## src/rtl/hazard_match_gen_if.sv

```systemverilog
// Decode-stage inputs and hazard-compare outputs exchanged between the
// pipeline control and the hazard match generator.
interface hazard_match_gen_if #(
    parameter int REG_BITS  = 4,
    parameter int CNT_WIDTH = 16
);
    logic [REG_BITS-1:0]  RA1D;
    logic [REG_BITS-1:0]  RA2D;
    logic [REG_BITS-1:0]  WA3D;
    logic                 RegWriteD;
    logic                 MemtoRegD;
    logic                 LDRstall;
    logic                 FlushE;
    logic                 Match_1E_M;
    logic                 Match_1E_W;
    logic                 Match_2E_M;
    logic                 Match_2E_W;
    logic                 Match_12D_E;
    logic                 RegWriteM;
    logic                 RegWriteW;
    logic                 MemtoRegE;
    logic [CNT_WIDTH-1:0] StallCount;

    modport master (
        output RA1D, RA2D, WA3D, RegWriteD, MemtoRegD, LDRstall, FlushE,
        input  Match_1E_M, Match_1E_W, Match_2E_M, Match_2E_W, Match_12D_E,
        input  RegWriteM, RegWriteW, MemtoRegE, StallCount
    );

    modport slave (
        input  RA1D, RA2D, WA3D, RegWriteD, MemtoRegD, LDRstall, FlushE,
        output Match_1E_M, Match_1E_W, Match_2E_M, Match_2E_W, Match_12D_E,
        output RegWriteM, RegWriteW, MemtoRegE, StallCount
    );
endinterface

```

## src/rtl/hazard_match_gen.sv

```systemverilog
// Tracks register addresses through E/M/W and produces the address compares
// the hazard unit uses for forwarding and load-use stalls, plus a bubble counter.
module hazard_match_gen #(
    parameter int REG_BITS  = 4,
    parameter int CNT_WIDTH = 16
) (
    input  logic              clk,
    input  logic              reset,
    hazard_match_gen_if.slave hz
);
    localparam logic [REG_BITS-1:0]  PC_ADDR = '1;
    localparam logic [CNT_WIDTH-1:0] CNT_MAX = '1;

    logic [REG_BITS-1:0]  ra1_e_q, ra1_e_d;
    logic [REG_BITS-1:0]  ra2_e_q, ra2_e_d;
    logic [REG_BITS-1:0]  wa3_e_q, wa3_e_d;
    logic                 reg_write_e_q, reg_write_e_d;
    logic                 mem_to_reg_e_q, mem_to_reg_e_d;
    logic [REG_BITS-1:0]  wa3_m_q, wa3_m_d;
    logic                 reg_write_m_q, reg_write_m_d;
    logic [REG_BITS-1:0]  wa3_w_q, wa3_w_d;
    logic                 reg_write_w_q, reg_write_w_d;
    logic [CNT_WIDTH-1:0] stall_cnt_q, stall_cnt_d;
    logic                 bubble;

    assign bubble = hz.LDRstall | hz.FlushE;

    always_comb begin
        ra1_e_d        = hz.RA1D;
        ra2_e_d        = hz.RA2D;
        wa3_e_d        = hz.WA3D;
        reg_write_e_d  = hz.RegWriteD;
        mem_to_reg_e_d = hz.MemtoRegD;
        if (bubble) begin
            ra1_e_d        = '0;
            ra2_e_d        = '0;
            wa3_e_d        = '0;
            reg_write_e_d  = 1'b0;
            mem_to_reg_e_d = 1'b0;
        end
        // M and W always advance; a bubble only replaces what enters E
        wa3_m_d       = wa3_e_q;
        reg_write_m_d = reg_write_e_q;
        wa3_w_d       = wa3_m_q;
        reg_write_w_d = reg_write_m_q;
        stall_cnt_d   = stall_cnt_q;
        if (bubble && (stall_cnt_q != CNT_MAX)) begin
            stall_cnt_d = stall_cnt_q + CNT_WIDTH'(1);
        end
    end

    always_ff @(posedge clk or negedge reset) begin
        if (!reset) begin
            ra1_e_q        <= '0;
            ra2_e_q        <= '0;
            wa3_e_q        <= '0;
            reg_write_e_q  <= 1'b0;
            mem_to_reg_e_q <= 1'b0;
            wa3_m_q        <= '0;
            reg_write_m_q  <= 1'b0;
            wa3_w_q        <= '0;
            reg_write_w_q  <= 1'b0;
            stall_cnt_q    <= '0;
        end else begin
            ra1_e_q        <= ra1_e_d;
            ra2_e_q        <= ra2_e_d;
            wa3_e_q        <= wa3_e_d;
            reg_write_e_q  <= reg_write_e_d;
            mem_to_reg_e_q <= mem_to_reg_e_d;
            wa3_m_q        <= wa3_m_d;
            reg_write_m_q  <= reg_write_m_d;
            wa3_w_q        <= wa3_w_d;
            reg_write_w_q  <= reg_write_w_d;
            stall_cnt_q    <= stall_cnt_d;
        end
    end

    // The PC is never a forwarding source, so an all-ones destination never matches
    assign hz.Match_1E_M  = (wa3_m_q != PC_ADDR) && (ra1_e_q == wa3_m_q);
    assign hz.Match_1E_W  = (wa3_w_q != PC_ADDR) && (ra1_e_q == wa3_w_q);
    assign hz.Match_2E_M  = (wa3_m_q != PC_ADDR) && (ra2_e_q == wa3_m_q);
    assign hz.Match_2E_W  = (wa3_w_q != PC_ADDR) && (ra2_e_q == wa3_w_q);
    assign hz.Match_12D_E = (wa3_e_q != PC_ADDR) &&
                            ((hz.RA1D == wa3_e_q) || (hz.RA2D == wa3_e_q));

    assign hz.RegWriteM  = reg_write_m_q;
    assign hz.RegWriteW  = reg_write_w_q;
    assign hz.MemtoRegE  = mem_to_reg_e_q;
    assign hz.StallCount = stall_cnt_q;
endmodule

```

## src/flat_wrapper.sv

```systemverilog
// flat-port wrapper written by rule: the top's interface ports become plain ports
module hazard_match_gen_flat 
#(
    parameter int REG_BITS  = 4,
    parameter int CNT_WIDTH = 16
)
  (clk, reset, hz_RA1D, hz_RA2D, hz_WA3D, hz_RegWriteD, hz_MemtoRegD, hz_LDRstall, hz_FlushE, hz_Match_1E_M, hz_Match_1E_W, hz_Match_2E_M, hz_Match_2E_W, hz_Match_12D_E, hz_RegWriteM, hz_RegWriteW, hz_MemtoRegE, hz_StallCount);
  hazard_match_gen_if #(.REG_BITS(REG_BITS), .CNT_WIDTH(CNT_WIDTH)) hz_i ();
  input  logic clk;
  input  logic reset;
  input wire logic [$bits(hz_i.RA1D)-1:0] hz_RA1D;
  input wire logic [$bits(hz_i.RA2D)-1:0] hz_RA2D;
  input wire logic [$bits(hz_i.WA3D)-1:0] hz_WA3D;
  input wire logic [$bits(hz_i.RegWriteD)-1:0] hz_RegWriteD;
  input wire logic [$bits(hz_i.MemtoRegD)-1:0] hz_MemtoRegD;
  input wire logic [$bits(hz_i.LDRstall)-1:0] hz_LDRstall;
  input wire logic [$bits(hz_i.FlushE)-1:0] hz_FlushE;
  output wire logic [$bits(hz_i.Match_1E_M)-1:0] hz_Match_1E_M;
  output wire logic [$bits(hz_i.Match_1E_W)-1:0] hz_Match_1E_W;
  output wire logic [$bits(hz_i.Match_2E_M)-1:0] hz_Match_2E_M;
  output wire logic [$bits(hz_i.Match_2E_W)-1:0] hz_Match_2E_W;
  output wire logic [$bits(hz_i.Match_12D_E)-1:0] hz_Match_12D_E;
  output wire logic [$bits(hz_i.RegWriteM)-1:0] hz_RegWriteM;
  output wire logic [$bits(hz_i.RegWriteW)-1:0] hz_RegWriteW;
  output wire logic [$bits(hz_i.MemtoRegE)-1:0] hz_MemtoRegE;
  output wire logic [$bits(hz_i.StallCount)-1:0] hz_StallCount;
  assign hz_i.RA1D = hz_RA1D;
  assign hz_i.RA2D = hz_RA2D;
  assign hz_i.WA3D = hz_WA3D;
  assign hz_i.RegWriteD = hz_RegWriteD;
  assign hz_i.MemtoRegD = hz_MemtoRegD;
  assign hz_i.LDRstall = hz_LDRstall;
  assign hz_i.FlushE = hz_FlushE;
  assign hz_Match_1E_M = hz_i.Match_1E_M;
  assign hz_Match_1E_W = hz_i.Match_1E_W;
  assign hz_Match_2E_M = hz_i.Match_2E_M;
  assign hz_Match_2E_W = hz_i.Match_2E_W;
  assign hz_Match_12D_E = hz_i.Match_12D_E;
  assign hz_RegWriteM = hz_i.RegWriteM;
  assign hz_RegWriteW = hz_i.RegWriteW;
  assign hz_MemtoRegE = hz_i.MemtoRegE;
  assign hz_StallCount = hz_i.StallCount;
  hazard_match_gen #(.REG_BITS(REG_BITS), .CNT_WIDTH(CNT_WIDTH)) u_core (.clk(clk), .reset(reset), .hz(hz_i));
endmodule
```

## config.mk

```make
export PLATFORM = sky130hd
export DESIGN_NAME = hazard_match_gen_flat
export DESIGN_NICKNAME = d
export VERILOG_FILES = /design/src/rtl/hazard_match_gen_if.sv /design/src/rtl/hazard_match_gen.sv /design/src/flat_wrapper.sv
export SDC_FILE = /design/constraint.sdc
export NUM_CORES = 1
export LEC_CHECK = 0
export CORE_MARGIN = 4
export CORE_UTILIZATION = 62
export DETAILED_ROUTE_END_ITERATION = 12
export DONT_BUFFER_PORTS = 1
export PLACE_DENSITY = 0.78
export SETUP_SLACK_MARGIN = 0.5
export SYNTH_ARGS = -nofsm -noshare
export SYNTH_HDL_FRONTEND = slang
export SYNTH_SLANG_ARGS = --single-unit
```

## constraint.sdc

```tcl
create_clock -name clk -period 4.6 [get_ports clk]
set_clock_uncertainty 0.1 [all_clocks]
set_input_delay 0.69 -clock clk [delete_from_list [all_inputs] [get_ports clk]]
set_output_delay 0.69 -clock clk [all_outputs]
set_load 0.01 [all_outputs]
```

* After elaboration in Yosys (flattened, before gate mapping)
Cells that the tools add are included.
Cells by class: equal/unequal tests 10, bitwise operators 1, mux-type cells 5, add/sub/neg operators 1, reduce and logical (&&, ||, !) cells 7
Operator list (count):
- $eq A4 B4 Y1 | 6
- $add A16 B1 Y16 const B | 1
- $ne A16 B16 Y1 const B | 1
- $mux W4 | 3
- $ne A4 B4 Y1 const B | 3
- $logic_and A1 B1 Y1 | 6
- $mux W1 | 2
- $logic_or A1 B1 Y1 | 1
- $or A1 B1 Y1 | 1
Word-level totals: bits in registers 40, word-level logic and storage cells 34, output and inout bits 24, input bits 18

* Logic depth before layout (Yosys ltp)
word-level depth 3, depth in mapped cells 5, mapped depth without buffers 5

* Worst setup path after synthesis
OpenSTA, ideal clock, no wires.
kind input to output, start point input hz_RA2D[2], end point output hz_Match_12D_E, data required time 3.810 ns, path slack 2.393 ns, path buffers 0, data arrival time 1.417 ns, cell stages on the path 4, path through xor2_1 -> nor4_1 -> a41oi_1 -> a41oi_1
On the way: word-level cells in the longest chain between the ends 3
Ends and longest elaborated chain:
- start: declaration | line flat_wrapper.sv:12 | input wire logic [$bits(hz_i.RA2D)-1:0] hz_RA2D;
- $eq A4 B4 Y1 | line hazard_match_gen.sv:84 | ((hz.RA1D == wa3_e_q) || (hz.RA2D == wa3_e_q));
- $logic_or A1 B1 Y1 | line hazard_match_gen.sv:84
- $logic_and A1 B1 Y1 | line hazard_match_gen.sv:83 | assign hz.Match_12D_E = (wa3_e_q != PC_ADDR) &&
- end: declaration | line flat_wrapper.sv:22 | output wire logic [$bits(hz_i.Match_12D_E)-1:0] hz_Match_12D_E;
No other way between the ends.

* Worst setup path in the final report
start point register u_core.wa3_e_q[2], end point output hz_Match_12D_E
On the way: word-level cells in the longest chain between the ends 3, elaborated cells on any way between the ends 5, classes of those cells 3 x eq/ne; 2 x reduce/logical
Ends and longest elaborated chain:
- start: declaration | line hazard_match_gen.sv:16 | logic [REG_BITS-1:0] wa3_e_q, wa3_e_d;
- start signal: assignment | line hazard_match_gen.sv:67 | wa3_e_q <= wa3_e_d;
- $eq A4 B4 Y1 | line hazard_match_gen.sv:84
- $logic_or A1 B1 Y1 | line hazard_match_gen.sv:84
- $logic_and A1 B1 Y1 * | line hazard_match_gen.sv:83
Mark *: on every way between the ends. The rest lies on a longest branch, timed or not.

==> out/results.ini <==
[power]
ir_drop_mv = 0.380
cellLeakagePower_nw = 0.845
p_seq_frac = 0.624
p_int_mw = 0.511
clkPwrFrac = 0.212
p_per_area_mw_per_mm2 = 404
switching_share = 0.329
total_power_mw = 0.763
switchingPower_mw = 0.251
comb_power_share = 0.164

[detailed_routing]
ant_nets = 0
viasPerCell = 6.09
drt-pass1-iter-count = 4
wirelength_mm = 3.30
drc_errors = 0
wl_per_cell_um = 17.5
drtIter0Drc = 45
route.vias.total = 1144

[floorplan]
die_area_mm2 = 0.00382
io_pins = 42
rows = 19
fp.dieW_um = 61.8
die_y_um = 61.8
start_util = 0.650
core_mm2 = 0.00276

[finish]
multiInputGateArea_um2 = 773
num-fill-cells = 215
fin_nets = 176
final_cell_mix = dfrtp_1, xnor2_1, and2_1, xor2_1, nand3_1
diodes = 0
area_growth_pct = 5.23
final_common_cell = dfrtp_1
register_area_mm2 = 0.00100
drive_gt1_frac = 0.0955

[worst_setup_path]
worstPathArrival_ns = 1.58
crit_slowest_cell = dfrtp_1
cp-start-kind = flip-flop
path_class = reg2out
critPathMostFrequentCell = a41oi_1
cpPeakStageDelay_ns = 0.44
path_cells = xor2_1, nor4_1, a41oi_1, a41oi_1
critPathRequiredTime_ns = 3.81
end_kind = output port
cp_max_fo = 4

[synthesis]
synth_top_area_frac = 0.558
syn_avg_cell_area_um2 = 11.9
synth_area_leaders = dfrtp_1, xnor2_1, and2_1, xor2_1, nand3_1
synth_area_mm2 = 0.00179
ys_seq_area_frac = 0.558
synthesis.nets = 170
synth-seq-cells = 40
yosysWarnings = 0
synth_cells = 151
post_synth_num_cell_types = 31
yosysTopAreaCell = dfrtp_1

[sta]
final.setup.tns_ns = 0
worst_pin_slew_ns = 0.691
maxSlewHeadroom = 0.537
max_clock_freq_mhz = 422
slew_violations = 0
final_hold_viol_count = 0
period_minus_slack_ns = 2.37
setup_viol = 0
post-route-period-util = 0.516
rsz0062_at_grt = no

[clocking]
tritoncts = built
clock_path_buffers = 2
cts.sinks = 40
cts_hold_buf = 1
post-cts-setup-buffers = 0
cts_made_buffers = 5
cts_resized = 0
clk_pin_slew_ns = 0.11
root_buffer = clkbuf_4
htree_levels = 2
clkLatencyLatePin_ns = 0.33

[global_route]
overflow = 0
grt_usage = 0.209
grt_pass1_wl_mm = 5.65
grt_pass1_vias = 1224
antenna_found_initial = 0
grt_max_degree = 41

[place]
place.gp.congestion = 0.812
post-dp-hpwl_mm = 2.47
numPortBuffers = 0

[hold_path]
hold_path.class = in2async

[status]
outcome = finished clean

[run]
maxCapViolCount = 0

==> worst max-delay path: cells and delay by family, from the launching register on <==
family / cells / cell delay [ns]
xor gates and xnor gates: 1 / 0.16
AOI/OAI and AO/OA: 2 / 0.39
and+or+nand+nor: 1 / 0.27
DFF: 1 / 0.44
==> layout make-up <==
type                    instances  area share
flip-flops and latches         40       0.531
multi-input cells             107       0.410
clock buffers                   6      0.0219
well taps                      31      0.0206
repair buffers                  1      0.0106
inverters                       2     0.00398
clock inverters                 1     0.00265
==> synth_stat cells <==
master / number
and4_1: 2
clkbuf_1: 1
inv_1: 2
o21a_1: 1
and2_1: 14
and3_2: 1
a21oi_1: 5
nor3_1: 2
nor2_1: 6
a21boi_2: 1
and3_1: 2
buf_4: 1
o21ai_0: 2
a31oi_1: 1
mux2i_1: 1
o2111a_1: 2
o2111ai_1: 1
nand4_4: 1
and4_4: 3
xor2_1: 10
a41oi_1: 2
nand2_1: 8
nand4_1: 5
ha_1: 1
dfrtp_1: 40
a311oi_2: 1
nand3_1: 9
nor4_1: 3
or2_2: 1
mux2_1: 1
xnor2_1: 21
==> power groups by stage <==
stage / sequential [mW] / combinational, mW / clock, mW
after floorplan: 0.465 / 0.100 / 0
after global placement: 0.480 / 0.109 / 0
after detailed placement: 0.482 / 0.115 / 0
after CTS: 0.476 / 0.125 / 0.166
after global routing: 0.486 / 0.145 / 0.190
final: 0.476 / 0.125 / 0.161
==> worst paths after layout <==
path,end,depth (start not counted),from,slack [ns]
max in group asynchronous,u_core.wa3_e_q[0],1,reset,4.13
setup / recovery,hz_Match_12D_E,4,u_core.wa3_e_q[2],2.23
hold reg to reg,u_core.hz.RegWriteM,0,u_core.reg_write_e_q,0.26
min in group clk,u_core.hz.RegWriteM,0,u_core.reg_write_e_q,0.26
setup reg to reg,u_core.hz.StallCount[1],5,u_core.hz.StallCount[0],2.74
hold / removal,u_core.hz.RegWriteW,1,reset,0.08
==> per-stage QoR <==
stage	std cells	cell area, um2	hold slack [ns]	util	worst slack (ns)
4_1_cts	188	1890	0.0746	0.684	2.20
6_report	188	1890	0.0796	0.684	2.23
3_3_place_gp	180	1820	0.238	0.660	2.35
3_5_place_dp	180	1820	0.241	0.660	2.31
5_1_grt	188	1890	0.0421	0.684	2.10
2_1_floorplan	151	1790	0.231	-	2.39
==> metal layers <==
layer	up-vias	part of all wire	routed length, um	track usage
met2	39	0.47	1550	0.318
met4	0	0.0091	30	0.0758
li1	541	-	-	-
met3	4	0.079	260	0.0847
met1	560	0.44	1460	0.271
met5	-	0	0	0
==> registers in the layout, indices dropped and copies added, names as in the netlist <==
| signal | cells |
|---|---|
| u_core.reg_write_e_q | 1 |
| u_core.wa3_e_q | 4 |
| u_core.hz.RegWriteW | 1 |
| u_core.wa3_m_q | 4 |
| u_core.ra2_e_q | 4 |
| u_core.wa3_w_q | 4 |
| u_core.hz.RegWriteM | 1 |
| u_core.hz.MemtoRegE | 1 |
| u_core.hz.StallCount | 16 |
| u_core.ra1_e_q | 4 |
==> logic make-up (layout without fill, tap and decap cells) <==
kind of cell / after synthesis / count (layout) / synth area share
adder cells (fa/ha/maj): 1 / 1 / 0.00698
buffers and inverters: 4 / 10 / 0.0105
XOR/XNOR: 31 / 31 / 0.151
flip-flops: 40 / 40 / 0.558
AND/OR/NAND/NOR: 57 / 57 / 0.192
multiplexers: 2 / 2 / 0.0119
AO/OA/AOI/OAI: 16 / 16 / 0.0691
(Power assumes the default switching activity.)
